### src/rtl/cmac_link_monitor_pkg.sv
// Shared definitions for the CMAC link monitor: FSM state encoding,
// counter/timer widths and saturating-increment helpers.
package cmac_link_monitor_pkg;

  typedef enum logic [1:0] {
    S_WAIT_ALIGN  = 2'd0,
    S_LINK_UP     = 2'd1,
    S_RESET_PULSE = 2'd2
  } link_state_e;

  localparam int unsigned LINK_CNT_W  = 32;
  localparam int unsigned RETRY_CNT_W = 16;
  localparam int unsigned TIMER_W     = 32;

  // Increment that sticks at all-ones instead of wrapping.
  function automatic logic [LINK_CNT_W-1:0] sat_inc_link(input logic [LINK_CNT_W-1:0] v);
    return (&v) ? v : v + LINK_CNT_W'(1);
  endfunction

  function automatic logic [RETRY_CNT_W-1:0] sat_inc_retry(input logic [RETRY_CNT_W-1:0] v);
    return (&v) ? v : v + RETRY_CNT_W'(1);
  endfunction

endpackage

### src/rtl/cdc_sync_bit.sv
// Two-flop synchronizer for a single asynchronous level signal.
// Ports:
//   clk   - destination clock
//   reset - synchronous active-high reset, clears both stages
//   d     - asynchronous input
//   q     - synchronized output, 2-cycle latency
module cdc_sync_bit (
  input  logic clk,
  input  logic reset,
  input  logic d,
  output logic q
);

  (* ASYNC_REG = "TRUE" *) logic [1:0] sync_q;

  always_ff @(posedge clk) begin
    if (reset) begin
      sync_q <= '0;
    end else begin
      sync_q <= {sync_q[0], d};
    end
  end

  assign q = sync_q[1];

endmodule

### src/rtl/cmac_link_monitor.sv
// Qualifies the raw CMAC stat_rx_aligned flag: synchronizes and debounces
// it, counts link-up/link-down events and issues a GT/CMAC reset request
// pulse when alignment is not reached within the retry window.
// Ports:
//   clk, reset       - core clock, synchronous active-high reset
//   stat_rx_aligned  - raw (asynchronous) alignment flag from CMAC
//   auto_reset_en    - enable reset requests on retry timeout
//   clear_counts     - single-cycle pulse zeroing all event counters
//   rx_aligned_qual  - qualified alignment to cmac_control
//   gt_reset_req     - reset request, RESET_PULSE_CYCLES wide
//   link_up_count    - saturating link-up event count
//   link_down_count  - saturating link-down event count
//   retry_count      - saturating count of issued reset requests
module cmac_link_monitor
  import cmac_link_monitor_pkg::*;
#(
  parameter int unsigned DEBOUNCE_CYCLES    = 1024,
  parameter int unsigned RETRY_CYCLES       = 322_000_000,
  parameter int unsigned RESET_PULSE_CYCLES = 16
) (
  input  logic                   clk,
  input  logic                   reset,
  input  logic                   stat_rx_aligned,
  input  logic                   auto_reset_en,
  input  logic                   clear_counts,
  output logic                   rx_aligned_qual,
  output logic                   gt_reset_req,
  output logic [LINK_CNT_W-1:0]  link_up_count,
  output logic [LINK_CNT_W-1:0]  link_down_count,
  output logic [RETRY_CNT_W-1:0] retry_count
);

  localparam int unsigned DEB_W   = $clog2(DEBOUNCE_CYCLES + 1);
  localparam int unsigned PULSE_W = $clog2(RESET_PULSE_CYCLES + 1);

  localparam logic [DEB_W-1:0]   DEB_MAX    = DEB_W'(DEBOUNCE_CYCLES);
  localparam logic [TIMER_W-1:0] TIMER_LAST = TIMER_W'(RETRY_CYCLES - 1);
  localparam logic [PULSE_W-1:0] PULSE_LAST = PULSE_W'(RESET_PULSE_CYCLES - 1);

  logic               aligned_s;
  link_state_e        state_q, state_d;
  logic [DEB_W-1:0]   deb_q, deb_d;
  logic [TIMER_W-1:0] timer_q, timer_d;
  logic [PULSE_W-1:0] pulse_q, pulse_d;
  logic               up_evt, down_evt, retry_evt;

  // Raw flag crosses in from the CMAC clock domain.
  cdc_sync_bit u_sync (
    .clk   (clk),
    .reset (reset),
    .d     (stat_rx_aligned),
    .q     (aligned_s)
  );

  // Next-state, timers and event strobes.
  always_comb begin
    state_d   = state_q;
    timer_d   = timer_q;
    pulse_d   = '0;
    up_evt    = 1'b0;
    down_evt  = 1'b0;
    retry_evt = 1'b0;

    // Debounce is held at 0 during the reset pulse so a stale run cannot
    // immediately re-qualify the link once the pulse ends.
    if (state_q == S_RESET_PULSE || !aligned_s) begin
      deb_d = '0;
    end else if (deb_q != DEB_MAX) begin
      deb_d = deb_q + DEB_W'(1);
    end else begin
      deb_d = deb_q;
    end

    case (state_q)
      S_WAIT_ALIGN: begin
        // Link-up takes priority over a coincident retry timeout.
        if (deb_q == DEB_MAX) begin
          state_d = S_LINK_UP;
          timer_d = '0;
          up_evt  = 1'b1;
        end else if (timer_q == TIMER_LAST) begin
          timer_d = '0;
          if (auto_reset_en) begin
            state_d   = S_RESET_PULSE;
            retry_evt = 1'b1;
          end
        end else begin
          timer_d = timer_q + TIMER_W'(1);
        end
      end
      S_LINK_UP: begin
        timer_d = '0;
        if (!aligned_s) begin
          state_d  = S_WAIT_ALIGN;
          down_evt = 1'b1;
        end
      end
      S_RESET_PULSE: begin
        timer_d = '0;
        if (pulse_q == PULSE_LAST) begin
          state_d = S_WAIT_ALIGN;
        end else begin
          pulse_d = pulse_q + PULSE_W'(1);
        end
      end
      default: begin
        state_d = S_WAIT_ALIGN;
        timer_d = '0;
      end
    endcase
  end

  // State register; outputs decoded from next state so they are flops.
  always_ff @(posedge clk) begin
    if (reset) begin
      state_q         <= S_WAIT_ALIGN;
      deb_q           <= '0;
      timer_q         <= '0;
      pulse_q         <= '0;
      rx_aligned_qual <= 1'b0;
      gt_reset_req    <= 1'b0;
    end else begin
      state_q         <= state_d;
      deb_q           <= deb_d;
      timer_q         <= timer_d;
      pulse_q         <= pulse_d;
      rx_aligned_qual <= (state_d == S_LINK_UP);
      gt_reset_req    <= (state_d == S_RESET_PULSE);
    end
  end

  // Event counters; a clear drops any same-cycle event.
  always_ff @(posedge clk) begin
    if (reset || clear_counts) begin
      link_up_count <= '0;
    end else if (up_evt) begin
      link_up_count <= sat_inc_link(link_up_count);
    end
  end

  always_ff @(posedge clk) begin
    if (reset || clear_counts) begin
      link_down_count <= '0;
    end else if (down_evt) begin
      link_down_count <= sat_inc_link(link_down_count);
    end
  end

  always_ff @(posedge clk) begin
    if (reset || clear_counts) begin
      retry_count <= '0;
    end else if (retry_evt) begin
      retry_count <= sat_inc_retry(retry_count);
    end
  end

endmodule

### config.mk
export PLATFORM = sky130hd
export DESIGN_NAME = cmac_link_monitor
export DESIGN_NICKNAME = d
export VERILOG_FILES = /design/src/rtl/cmac_link_monitor_pkg.sv /design/src/rtl/cdc_sync_bit.sv /design/src/rtl/cmac_link_monitor.sv
export SDC_FILE = /design/constraint.sdc
export NUM_CORES = 1
export LEC_CHECK = 0
export CAP_MARGIN = 20
export CORE_MARGIN = 2
export CORE_UTILIZATION = 35
export DETAILED_ROUTE_END_ITERATION = 10
export GPL_TIMING_DRIVEN = 0
export SYNTH_ARGS = -nofsm -noshare
export SYNTH_HDL_FRONTEND = slang
export SYNTH_SLANG_ARGS = --single-unit
export TNS_END_PERCENT = 20
### constraint.sdc
create_clock -name clk -period 5.1 [get_ports clk]
set_input_delay 0.51 -clock clk [delete_from_list [all_inputs] [get_ports clk]]
set_output_delay 0.51 -clock clk [all_outputs]
set_load 0.02 [all_outputs]
==> metrics <==
vias=6339; register area share after synthesis=40.54%; Avg Cell Area, Syn=8.281 um^2; gr usage total=18.34%; min cycle time layout=3058 ps; Initial Util=35.49%; Mapped Cells=799; Setup Crit Path Kind=flop to flop; fin. max-slew vios=0; Max Clock Skew=7.662 ps; CTS H-tree depth=4; hold path startpoint=u_sync.sync_q[0]$_SDFF_PP0_; clk sink count=134; I/O Buffers=86; drt first-iter violations=420; Setup crit start=link_up_count[0]$_SDFFE_PP0P_; Synth Net Count=812; Clk pwr share=52.2%; YS warnings=0; Die Wd=141.5 um; WL/cell=15.61 um; endpoints failing hold=0; Post-synth ARST share=0%; Min-Delay Path Class=flop to flop; GPL Wtd Cong=0.8312; Detail Placement HPWL=12950 um; fill count=1886; initial antenna violation count=0; Synth Register Bits=134; first-pass GRT wire length=29740 um; Worst path max stage delay=780 ps; CTS tree=yes; CTS root buffer=clkbuf_16; CTS Hold Bufs=0; FP Rows=50; arrival time worst endpoint=3390 ps; Syn-to-layout area delta=25.98%; Least-Margin Pin Slew=923.3 ps; Synth Cell Area=6616 um^2; setup bufs post-CTS=0; hold slack=435.7 ps; worst r2r src=link_up_count[0]$_SDFFE_PP0P_; VDD IR-drop max=0.2162 mV; DR vias/cell=5.522; top_reg_cell synth=dfxtp_1; cts bufs inserted=17; crit start category=flop; Crit-path slowest cell=o31ai_1; number of synthesized flops with an enable pin=0; Req. time, crit path=5440 ps; DRC=0; Die ar.=20020 um^2; largest net degree at the start of global routing=17; Antenna Nets Post-Route=0; Highest Clock Rate=0.3270 GHz; Boundary Pins=87; CP Cell Sequence=ha_1, inv_1, or4_1, o31ai_1, clkbuf_1, o21ai_1, a21oi_1; number of global-route vias before repair=5816; post_cts resized=0; Overflow after GRT=0; Tcrit/Tclk final=59.96%; die height=141.5 um; share of post-route cells with drive strength above 1=4.267%; Internal=1.823 mW; Psw=0.4591 mW; clock-pin slew on the worst setup and hold paths=50 ps; status=completed; antenna cells=0; Logic pwr share=1.7%; post-synthesis cell type count=55; Worst slew margin=37.92%; maxcap violations=0; sw frac=20.12%; Power Density=273.7 nW/um^2; RSZ-0062 raised after global routing=false; Post-Route Setup TNS=0 ps; Final nets=917; Reg power frac=46.2%; setup violators final=0; First-pass DRT Iterations=5; Worst-Skew Late Latency=420 ps; core area=18640 um^2; DRT Wirelength=17920 um; Setup crit end kind=flop; Clock Tree Buf Depth=2; leakage=2.532 nW; worst-path maximum fanout=10
final cells by class:
type	count	area (um^2)	area share [%]
Multi-Input combinational cell	599	3675	44.09
Sequential cell	134	2683	32.18
Timing Repair Buffer	86	860.8	10.33
Clock buffer	25	495.5	5.944
Tap cell	234	292.8	3.512
Buffer	45	180.2	2.162
Inverter	21	78.83	0.9457
Clock inverter	4	70.07	0.8406
cells in the mapped netlist, drive strengths merged (5+ instances only):
cell / count / area [um^2]
a21oi: 60 / 300.3
a31oi: 6 / 37.54
a41o: 5 / 50.05
and2: 6 / 37.54
and3: 18 / 112.6
and4: 13 / 115.1
buf: 6 / 27.53
clkbuf: 38 / 143.9
dfxtp: 134 / 2683
ha: 8 / 100.1
inv: 21 / 78.83
nand2: 55 / 206.5
nand3: 48 / 240.2
nand4: 40 / 250.2
nor2: 84 / 315.3
nor3: 14 / 70.07
nor4: 17 / 121.4
o21ai: 25 / 125.1
o31ai: 31 / 232.7
or3: 22 / 137.6
or4: 40 / 304.0
xnor2: 25 / 219.0
xor2: 21 / 183.9
registers in the layout (all words and copies together), names as in the netlist:
name / cells
retry_count: 16
link_down_count: 32
link_up_count: 32
deb_q: 11
state_q: 2
pulse_q: 5
timer_q: 32
gt_reset_req: 1
rx_aligned_qual: 1
u_sync.sync_q: 2
layout by cell type, fill, tap and decap left out, types with 6 or more instances in the layout:
cell type / synthesis / layout
dfxtp_1: 134 / 134
clkdlybuf4s50_1: 0 / 86
nor2_1: 84 / 84
a21oi_1: 60 / 60
nand2_1: 55 / 55
nand3_1: 48 / 48
clkbuf_1: 37 / 41
nand4_1: 40 / 40
or4_1: 39 / 39
o31ai_1: 31 / 31
xnor2_1: 25 / 25
or3_1: 22 / 22
inv_1: 21 / 21
xor2_1: 21 / 21
and3_1: 18 / 18
o21ai_1: 17 / 17
clkbuf_16: 0 / 17
nor4_1: 16 / 16
nor3_1: 14 / 14
and4_1: 12 / 12
o21ai_0: 8 / 8
ha_1: 8 / 8
and2_1: 6 / 6
a31oi_1: 6 / 6
worst paths after layout:
check / to / slack, ps / depth (start not counted)
min reg2reg: u_sync.sync_q[1]$_SDFF_PP0_ / 440 / 1
min: u_sync.sync_q[1]$_SDFF_PP0_ / 440 / 1
max: link_up_count[5]$_SDFFE_PP0P_ / 2040 / 7
max reg2reg: link_up_count[5]$_SDFFE_PP0P_ / 2040 / 7
cell families (layout without fill, tap and decap cells):
logic type,after synthesis,after routing,synth area share (%)
AO/OA/AOI/OAI,153,153,14.66
XOR/XNOR,46,46,6.089
adder cells (fa/ha/maj),8,8,1.513
buffers and inverters,66,181,3.915
flip-flops,134,134,40.54
multiplexers,2,2,0.3026
AND/OR/NAND/NOR,390,390,32.98
layer usage:
layer  global-route usage, %  wire length (um)  vias to the layer above
li1                        -                 -                     3206
met5                       0                 0                        -
met3                   4.961               956                       14
met1                   24.48              8429                     2984
met4                   5.474               199                        0
met2                   29.08              8332                      135
through the flow:
| stage | setup WS (ps) | util (%) | std cells | cell area [um^2] | power [mW] |
|---|---|---|---|---|---|
| floorplan | 2561 | - | 799 | 6616 | 1.098 |
| global placement | 2064 | 41.68 | 1119 | 7770 | 1.114 |
| detailed placement | 2059 | 41.68 | 1119 | 7770 | 1.114 |
| CTS | 2121 | 44.71 | 1148 | 8335 | 2.314 |
| global route | 1895 | 44.71 | 1148 | 8335 | 2.362 |
| finish | 2042 | 44.71 | 1148 | 8335 | 2.282 |
power groups by stage:
stage	Sequential [mW]	Clock [mW]	Combinational [mW]
floorplan	1.08	0	0.0229
global placement	1.08	0	0.0387
detailed placement	1.08	0	0.0388
CTS	1.05	1.22	0.0389
global route	1.05	1.27	0.0421
finish	1.05	1.19	0.0381
critical path: cells and delay by family (launching register included):
kind | cells | cell delay, ps
AOI/OAI and AO/OA | 3 | 1080
adders and majority gates | 1 | 250
buffers and inverters | 2 | 570
DFF | 1 | 460
and+or+nand+nor | 1 | 620
Power figures use the tool's default switching activity.
